## config.mk

```make
export PLATFORM = sky130hd
export DESIGN_NAME = capture_rr_sequencer_flat
export DESIGN_NICKNAME = d
export VERILOG_FILES = /design/src/rtl/capture_seq_pkg.sv /design/src/rtl/capture_rr_sequencer_if.sv /design/src/rtl/capture_rr_sequencer_rr_pick.sv /design/src/rtl/capture_rr_sequencer.sv /design/src/flat_wrapper.sv
export SDC_FILE = /design/constraint.sdc
export NUM_CORES = 1
export LEC_CHECK = 0
export ABC_AREA = 1
export ABC_CLOCK_PERIOD_IN_PS = 2100
export CELL_PAD_IN_SITES_DETAIL_PLACEMENT = 2
export CELL_PAD_IN_SITES_GLOBAL_PLACEMENT = 2
export CORE_MARGIN = 10
export CORE_UTILIZATION = 30
export CTS_CLUSTER_SIZE = 28
export DETAILED_ROUTE_END_ITERATION = 6
export DONT_BUFFER_PORTS = 1
export PLACE_DENSITY_LB_ADDON = 0.1
export SYNTH_ARGS = -nofsm -noshare
export SYNTH_HDL_FRONTEND = slang
export SYNTH_HIERARCHICAL = 1
export SYNTH_SLANG_ARGS = --single-unit
```

## constraint.sdc

```tcl
create_clock -name clk -period 2.1 [get_ports clk]
set_input_delay 0.21 -clock clk [delete_from_list [all_inputs] [get_ports clk]]
set_output_delay 0.21 -clock clk [all_outputs]
set_load 0.01 [all_outputs]
```

## src/rtl/capture_seq_pkg.sv

```systemverilog
// Shared types and helpers for the capture round-robin sequencer.
//   state_t    : sequencer FSM states
//   wrap_inc   : pointer increment that wraps n-1 -> 0 for any n (not just powers of 2)
//   hold_width : width of the hold counter for a given HOLD_CYCLES
package capture_seq_pkg;

  typedef enum logic [1:0] {
    IDLE    = 2'd0,
    GRANT   = 2'd1,
    CAPTURE = 2'd2
  } state_t;

  function automatic int unsigned wrap_inc(input int unsigned ptr, input int unsigned n);
    return (ptr >= n - 1) ? 0 : ptr + 1;
  endfunction

  function automatic int unsigned hold_width(input int unsigned hold_cycles);
    return $clog2(hold_cycles + 1);
  endfunction

endpackage

```

## src/rtl/capture_rr_sequencer_if.sv

```systemverilog
// Requester-side bus of the capture sequencer.
// Handshake: a requester raises req[i] (with its data slice in req_data) and
// holds it until it sees ack[i]; ack[i] and cap_en[i] pulse together for one
// cycle while gnt[i] is still high. Dropping req[i] before ack aborts the grant.
//   master : requester bank (drives enable/req/req_data)
//   slave  : sequencer (drives gnt/ack/cap_en/cap_data/busy/abort)
interface capture_rr_sequencer_if #(
  parameter int NUM_REQ = 3,
  parameter int DATA_W  = 1
);
  logic                      enable;
  logic [NUM_REQ-1:0]        req;
  logic [NUM_REQ*DATA_W-1:0] req_data;
  logic [NUM_REQ-1:0]        gnt;
  logic [NUM_REQ-1:0]        ack;
  logic [NUM_REQ-1:0]        cap_en;
  logic [DATA_W-1:0]         cap_data;
  logic                      busy;
  logic                      abort;

  modport master (
    output enable, req, req_data,
    input  gnt, ack, cap_en, cap_data, busy, abort
  );

  modport slave (
    input  enable, req, req_data,
    output gnt, ack, cap_en, cap_data, busy, abort
  );
endinterface

```

## src/rtl/capture_rr_sequencer_rr_pick.sv

```systemverilog
// Combinational rotating-priority picker.
//   i_req    : request vector
//   i_rr_ptr : highest-priority index this round
//   o_valid  : any request present
//   o_winner : first requesting index scanning i_rr_ptr, i_rr_ptr+1, ... with wrap
module capture_rr_sequencer_rr_pick #(
  parameter int NUM_REQ = 3,
  parameter int PTR_W   = 2
) (
  input  logic [NUM_REQ-1:0] i_req,
  input  logic [PTR_W-1:0]   i_rr_ptr,
  output logic               o_valid,
  output logic [PTR_W-1:0]   o_winner
);

  // Scan from the farthest offset down to offset 0 so the nearest request
  // to the pointer is the last (and therefore final) assignment.
  always_comb begin : scan
    int unsigned w_idx;
    o_valid  = 1'b0;
    o_winner = '0;
    w_idx    = 0;
    for (int k = NUM_REQ - 1; k >= 0; k--) begin
      w_idx = int'(i_rr_ptr) + k;
      if (w_idx >= NUM_REQ) w_idx = w_idx - NUM_REQ;
      if (i_req[w_idx]) begin
        o_valid  = 1'b1;
        o_winner = PTR_W'(w_idx);
      end
    end
  end

endmodule

```

## src/rtl/capture_rr_sequencer.sv

```systemverilog
// Round-robin sequencer sharing one capture datapath among NUM_REQ requesters.
// Grants one requester, holds the grant HOLD_CYCLES cycles for path settling,
// then pulses cap_en/ack for one cycle with the winner's data slice.
//   clk, rst_n : clock, synchronous active-low reset
//   bus        : requester bus (slave side)
//   o_state    : current FSM state (debug)
//   o_rr_ptr   : current round-robin pointer (debug)
module capture_rr_sequencer
  import capture_seq_pkg::*;
#(
  parameter int NUM_REQ     = 3,
  parameter int DATA_W      = 1,
  parameter int HOLD_CYCLES = 2
) (
  input  logic                         clk,
  input  logic                         rst_n,
  capture_rr_sequencer_if.slave        bus,
  output state_t                       o_state,
  output logic [$clog2(NUM_REQ)-1:0]   o_rr_ptr
);

  localparam int PTR_W  = $clog2(NUM_REQ);
  localparam int HOLD_W = hold_width(HOLD_CYCLES);

  state_t              r_state, w_state_nxt;
  logic [PTR_W-1:0]    r_rr_ptr, w_rr_ptr_nxt;
  logic [HOLD_W-1:0]   r_hold_cnt, w_hold_nxt;
  logic [PTR_W-1:0]    r_winner, w_winner_nxt;
  logic [NUM_REQ-1:0]  r_gnt, w_gnt_nxt;
  logic [NUM_REQ-1:0]  r_ack, w_ack_nxt;
  logic [NUM_REQ-1:0]  r_cap_en, w_cap_en_nxt;
  logic [DATA_W-1:0]   r_cap_data, w_cap_data_nxt;
  logic                r_abort, w_abort_nxt;

  logic                w_pick_valid;
  logic [PTR_W-1:0]    w_pick;
  logic [DATA_W-1:0]   w_sel_data;

  capture_rr_sequencer_rr_pick #(.NUM_REQ(NUM_REQ), .PTR_W(PTR_W)) u_pick (
    .i_req    (bus.req),
    .i_rr_ptr (r_rr_ptr),
    .o_valid  (w_pick_valid),
    .o_winner (w_pick)
  );

  assign w_sel_data = bus.req_data[int'(r_winner)*DATA_W +: DATA_W];

  always_ff @(posedge clk) begin
    if (!rst_n) begin
      r_state    <= IDLE;
      r_rr_ptr   <= '0;
      r_hold_cnt <= '0;
      r_winner   <= '0;
      r_gnt      <= '0;
      r_ack      <= '0;
      r_cap_en   <= '0;
      r_cap_data <= '0;
      r_abort    <= 1'b0;
    end else begin
      r_state    <= w_state_nxt;
      r_rr_ptr   <= w_rr_ptr_nxt;
      r_hold_cnt <= w_hold_nxt;
      r_winner   <= w_winner_nxt;
      r_gnt      <= w_gnt_nxt;
      r_ack      <= w_ack_nxt;
      r_cap_en   <= w_cap_en_nxt;
      r_cap_data <= w_cap_data_nxt;
      r_abort    <= w_abort_nxt;
    end
  end

  // Pulse outputs (ack, cap_en, cap_data, abort) default to 0 so they last
  // exactly one cycle; cap_data is therefore 0 whenever cap_en is 0.
  always_comb begin
    w_state_nxt    = r_state;
    w_rr_ptr_nxt   = r_rr_ptr;
    w_hold_nxt     = r_hold_cnt;
    w_winner_nxt   = r_winner;
    w_gnt_nxt      = r_gnt;
    w_ack_nxt      = '0;
    w_cap_en_nxt   = '0;
    w_cap_data_nxt = '0;
    w_abort_nxt    = 1'b0;
    case (r_state)
      IDLE: begin
        if (bus.enable && w_pick_valid) begin
          w_state_nxt  = GRANT;
          w_winner_nxt = w_pick;
          w_gnt_nxt    = NUM_REQ'(1) << w_pick;
          w_hold_nxt   = HOLD_W'(HOLD_CYCLES - 1);
        end
      end
      GRANT: begin
        if (!bus.req[r_winner]) begin
          w_state_nxt  = IDLE;
          w_abort_nxt  = 1'b1;
          w_gnt_nxt    = '0;
          w_rr_ptr_nxt = PTR_W'(wrap_inc(int'(r_winner), NUM_REQ));
        end else if (r_hold_cnt != '0) begin
          w_hold_nxt = r_hold_cnt - 1'b1;
        end else begin
          // Capture strobes are registered here so they appear in CAPTURE.
          w_state_nxt    = CAPTURE;
          w_cap_en_nxt   = r_gnt;
          w_ack_nxt      = r_gnt;
          w_cap_data_nxt = w_sel_data;
        end
      end
      CAPTURE: begin
        w_state_nxt  = IDLE;
        w_gnt_nxt    = '0;
        w_rr_ptr_nxt = PTR_W'(wrap_inc(int'(r_winner), NUM_REQ));
      end
      default: begin
        w_state_nxt = IDLE;
        w_gnt_nxt   = '0;
      end
    endcase
  end

  assign bus.gnt      = r_gnt;
  assign bus.ack      = r_ack;
  assign bus.cap_en   = r_cap_en;
  assign bus.cap_data = r_cap_data;
  assign bus.abort    = r_abort;
  assign bus.busy     = (r_state != IDLE);
  assign o_state      = r_state;
  assign o_rr_ptr     = r_rr_ptr;

endmodule

```

## src/flat_wrapper.sv

```systemverilog
// flat-port wrapper written by rule: the top's interface ports become plain ports
module capture_rr_sequencer_flat import capture_seq_pkg::*;
#(
  parameter int NUM_REQ     = 3,
  parameter int DATA_W      = 1,
  parameter int HOLD_CYCLES = 2
)
  (clk, rst_n, o_state, o_rr_ptr, bus_enable, bus_req, bus_req_data, bus_gnt, bus_ack, bus_cap_en, bus_cap_data, bus_busy, bus_abort);
  capture_rr_sequencer_if #(.NUM_REQ(NUM_REQ), .DATA_W(DATA_W)) bus_i ();
  input  logic clk;
  input  logic rst_n;
  output state_t o_state;
  output logic [$clog2(NUM_REQ)-1:0] o_rr_ptr;
  input wire logic [$bits(bus_i.enable)-1:0] bus_enable;
  input wire logic [$bits(bus_i.req)-1:0] bus_req;
  input wire logic [$bits(bus_i.req_data)-1:0] bus_req_data;
  output wire logic [$bits(bus_i.gnt)-1:0] bus_gnt;
  output wire logic [$bits(bus_i.ack)-1:0] bus_ack;
  output wire logic [$bits(bus_i.cap_en)-1:0] bus_cap_en;
  output wire logic [$bits(bus_i.cap_data)-1:0] bus_cap_data;
  output wire logic [$bits(bus_i.busy)-1:0] bus_busy;
  output wire logic [$bits(bus_i.abort)-1:0] bus_abort;
  assign bus_i.enable = bus_enable;
  assign bus_i.req = bus_req;
  assign bus_i.req_data = bus_req_data;
  assign bus_gnt = bus_i.gnt;
  assign bus_ack = bus_i.ack;
  assign bus_cap_en = bus_i.cap_en;
  assign bus_cap_data = bus_i.cap_data;
  assign bus_busy = bus_i.busy;
  assign bus_abort = bus_i.abort;
  capture_rr_sequencer #(.NUM_REQ(NUM_REQ), .DATA_W(DATA_W), .HOLD_CYCLES(HOLD_CYCLES)) u_core (.clk(clk), .rst_n(rst_n), .bus(bus_i), .o_state(o_state), .o_rr_ptr(o_rr_ptr));
endmodule
```

==> run_summary.xml <==
<?xml version="1.0" encoding="UTF-8"?>
<metrics>
  <group name="synth">
    <metric name="simple_gate_share_of_the_synthesized_area" unit="">0.373</metric>
    <metric name="synth_compound_gate_area_share" unit="">0.0943</metric>
    <metric name="post_synth_instance_area" unit="sq um">928</metric>
    <metric name="xor_xnor_share_of_the_synthesized_area" unit="">0</metric>
    <metric name="syn_inst" unit="">143</metric>
    <metric name="seq_area_frac_synth" unit="">0.345</metric>
    <metric name="syn-mean-instance-area" unit="sq um">6.49</metric>
    <metric name="netlist.top_cell.by_area" unit="">sky130_fd_sc_hd__dfxtp_1</metric>
    <metric name="combinational_family_with_the_most_area_after_synthesis" unit="">simple AND/OR/NAND/NOR gates</metric>
    <metric name="muxShareOfSynthArea" unit="">0</metric>
    <metric name="ys_seq_elements" unit="">16</metric>
    <metric name="synth-warning-count" unit="">6</metric>
    <metric name="synthesis.nets" unit="">156</metric>
    <metric name="synth_cell_types" unit="">20</metric>
    <metric name="synth.area.top_cells" unit="">sky130_fd_sc_hd__dfxtp_1 (35%), sky130_fd_sc_hd__nand2_1 (13%), sky130_fd_sc_hd__inv_1 (9.7%)</metric>
    <metric name="synth_top_cell_area_share" unit="">0.345</metric>
    <metric name="synth_adder_area_share" unit="">0.0539</metric>
  </group>
  <group name="pwr">
    <metric name="ir_drop" unit="mV">0.395</metric>
    <metric name="power.density_cell_area" unit="mW/mm^2">1290</metric>
    <metric name="static-leakage-power" unit="nW">0.490</metric>
  </group>
  <group name="sta">
    <metric name="timing.clock.skew" unit="ns">0.00520</metric>
    <metric name="timing.hold.ws" unit="ns">0.0197</metric>
    <metric name="max_slew_margin" unit="">0.757</metric>
    <metric name="timing.final.crit_period" unit="ns">1.88</metric>
    <metric name="slew_viol_final" unit="">0</metric>
    <metric name="layout_worst_path_cycle_share" unit="">0.897</metric>
    <metric name="finalSetupTns" unit="ns">0</metric>
    <metric name="worstMarginPinSlew" unit="ns">0.363</metric>
    <metric name="fmaxAchievable" unit="MHz">531</metric>
    <metric name="finalSetupViolations" unit="">0</metric>
    <metric name="rsz0062_at_grt" unit="">no</metric>
    <metric name="hold_viol_final" unit="">0</metric>
  </group>
  <group name="clocking">
    <metric name="cts_buffers" unit="">3</metric>
    <metric name="clk_pin_slew_worst_paths" unit="ns">0.10</metric>
    <metric name="tritoncts" unit="">done</metric>
    <metric name="hold_buffers_post_cts" unit="">0</metric>
    <metric name="clock_latency" unit="ns">0.29</metric>
    <metric name="clockBufferDepth" unit="">2</metric>
    <metric name="clock_sinks" unit="">16</metric>
    <metric name="h-tree-depth" unit="">1</metric>
    <metric name="root_buffer" unit="">sky130_fd_sc_hd__clkbuf_4</metric>
  </group>
  <group name="die">
    <metric name="starting_density" unit="">0.309</metric>
    <metric name="chipHeight" unit="microns">75.6</metric>
    <metric name="fp.dieArea" unit="sq mm">0.00572</metric>
    <metric name="chipWidth" unit="microns">75.6</metric>
    <metric name="floorplan.io_pins" unit="">25</metric>
    <metric name="core_area" unit="sq mm">0.00300</metric>
    <metric name="number_of_rows_created_at_floorplan" unit="">20</metric>
  </group>
  <group name="setup_path">
    <metric name="arrival" unit="ns">2.07</metric>
    <metric name="crit_fanout" unit="">4</metric>
    <metric name="cp_slowest_stage_delay" unit="ns">0.38</metric>
    <metric name="critPathLaunchType" unit="">flip-flop</metric>
    <metric name="timing_worst_setup_path_type" unit="">flip-flop to flip-flop</metric>
    <metric name="worst_ep_required_time" unit="ns">2.29</metric>
    <metric name="path_common_cell" unit="">sky130_fd_sc_hd__nand2_1</metric>
    <metric name="crit_path_end_kind" unit="">flip-flop</metric>
    <metric name="critical_path_buf_inv_count" unit="">1</metric>
    <metric name="worst_path_dominant_cell_family" unit="">simple AND/OR/NAND/NOR gates</metric>
    <metric name="crit_path_cell_trace" unit="">inv_1 &gt; ha_2 &gt; nand2_1 &gt; a21oi_1 &gt; nand2_1 &gt; nand2_1 &gt; nand2_1 &gt; nand2_1 &gt; nor2_1 &gt; nand2_1 &gt; nand3_1 &gt; nand2_1 &gt; nor2_1</metric>
    <metric name="worst_path_max_delay_cell" unit="">sky130_fd_sc_hd__dfxtp_2</metric>
  </group>
  <group name="global_route">
    <metric name="number_of_global_route_vias_before_repair" unit="">956</metric>
    <metric name="overflow" unit="">0</metric>
    <metric name="grt_max_degree" unit="">12</metric>
    <metric name="grt_use_total" unit="">0.106</metric>
    <metric name="first_pass_grt_wire_length" unit="mm">4.55</metric>
    <metric name="grt_antenna_before_repair" unit="">0</metric>
  </group>
  <group name="finish">
    <metric name="areaGrowthSynthToFinish" unit="%">8.09</metric>
    <metric name="num-nets-final" unit="">159</metric>
    <metric name="final_common_cell" unit="">sky130_fd_sc_hd__nand2_1</metric>
    <metric name="drive_above_1_share" unit="">0.131</metric>
    <metric name="most-common-layout-cells" unit="">sky130_fd_sc_hd__nand2_1 (32), sky130_fd_sc_hd__inv_1 (24), sky130_fd_sc_hd__nor2_1 (20)</metric>
    <metric name="fillers" unit="">393</metric>
    <metric name="antennaDiodeCount" unit="">0</metric>
  </group>
  <group name="routing">
    <metric name="route.detailed.vias_per_inst" unit="">5.05</metric>
    <metric name="routed_wirelength" unit="mm">2.72</metric>
    <metric name="drt_drc_violations_left" unit="">0</metric>
    <metric name="detail_route.iter0.violations" unit="">24</metric>
    <metric name="dr_total_vias" unit="">899</metric>
    <metric name="avgRoutedWirePerCell" unit="microns">15.3</metric>
    <metric name="detailedRoute.firstPassIterationCount" unit="">4</metric>
    <metric name="drt.antenna.violating_nets" unit="">0</metric>
  </group>
  <group name="placed_design">
    <metric name="place_hpwl" unit="mm">2.31</metric>
    <metric name="finalWeightedCongestion" unit="">0.729</metric>
    <metric name="numPortBuffers" unit="">0</metric>
  </group>
  <group name="status">
    <metric name="run_status" unit="">finished, final reports clean</metric>
  </group>
  <group name="worst_hold_path">
    <metric name="holdCritPathClass" unit="">primary input to flip-flop</metric>
  </group>
  <group name="flow_run">
    <metric name="maxCapViolCount" unit="">0</metric>
  </group>
</metrics>
[cell type report]
class	count	area (sq um)	area share
Clock buffer	4	36.3	0.0362
Inverter	25	93.8	0.0935
Multi-Input combinational cell	98	495	0.494
Sequential cell	16	322	0.320
Tap cell	33	41.3	0.0411
Timing Repair Buffer	2	15.0	0.0150
[cells by family (layout without fill, tap and decap cells)]
| kind of cell | after synthesis | after routing |
|---|---|---|
| AOI/OAI and AO/OA | 16 | 16 |
| adders and majority gates | 4 | 4 |
| buffers and inverters | 29 | 31 |
| DFF | 16 | 16 |
| and+or+nand+nor | 78 | 78 |
[routing by layer]
metal | wire length (microns) | share of wire | global-route usage | vias up
li1 | - | - | - | 452
met1 | 1140 | 0.42 | 0.119 | 427
met2 | 1390 | 0.51 | 0.179 | 16
met3 | 167 | 0.061 | 0.0365 | 4
met4 | 31 | 0.011 | 0.0392 | 0
met5 | 0 | 0 | 0 | -
[cell usage after synthesis]
cell type and instances:
sky130_fd_sc_hd__o21ai_0 2, sky130_fd_sc_hd__dfxtp_1 16, sky130_fd_sc_hd__inv_1 24, sky130_fd_sc_hd__nand4_1 3, sky130_fd_sc_hd__inv_2 1, sky130_fd_sc_hd__nand2_2 4
sky130_fd_sc_hd__a21oi_2 1, sky130_fd_sc_hd__ha_1 4, sky130_fd_sc_hd__buf_4 4, sky130_fd_sc_hd__a21oi_1 8, sky130_fd_sc_hd__o21ai_1 3, sky130_fd_sc_hd__nor2_4 1
sky130_fd_sc_hd__nor2_1 20, sky130_fd_sc_hd__nand3_1 13, sky130_fd_sc_hd__nor2_2 1, sky130_fd_sc_hd__nor3_1 3, sky130_fd_sc_hd__nand2_1 32, sky130_fd_sc_hd__a31oi_1 1
sky130_fd_sc_hd__a21boi_0 1, sky130_fd_sc_hd__nand3_2 1
[power by group]
part	switching (mW)	internal, mW	leakage, nW
sequential	0.0813	0.375	0.131
combinational	0.408	0.220	0.337
clock	0.101	0.106	0.0210
[metrics by stage]
| stage | setup slack [ns] | power, mW | std cells | utilization | instance area, sq um |
|---|---|---|---|---|---|
| after global placement | 0.183 | 1.06 | 174 | 0.318 | 955 |
| after CTS | 0.0837 | 1.31 | 178 | 0.330 | 991 |
| final | 0.216 | 1.29 | 178 | 0.334 | 1000 |
| after floorplan | 0.382 | 0.923 | 143 | - | 928 |
| after global routing | 0.00402 | 1.44 | 178 | 0.334 | 1000 |
| after detailed placement | 0.104 | 1.09 | 174 | 0.318 | 955 |
[flip-flops by register name (all words and copies together) (netlist names)]
name and cells:
u_core/bus.abort 1, u_core/bus.cap_en 3, u_core/bus.gnt 3, u_core/r_winner 2
u_core/o_rr_ptr 2, u_core/r_hold_cnt 2, u_core/o_state 2, u_core/bus.cap_data 1
[worst paths after layout]
check	to	depth (start not counted)	slack (ns)	start
max	u_core/bus.gnt[0]	13	0.22	u_core/o_rr_ptr[0]
min	u_core/o_rr_ptr[0]	2	0.02	rst_n
max reg2reg	u_core/bus.gnt[0]	13	0.22	u_core/o_rr_ptr[0]
min reg2reg	u_core/bus.cap_en[0]	2	0.51	u_core/bus.gnt[0]
[timing repair]
action,4_1_cts,5_1_grt
setup endpoints to repair,0,5
resized for setup,0,4
setup buffers,0,0
Power figures use the tool's default switching activity.
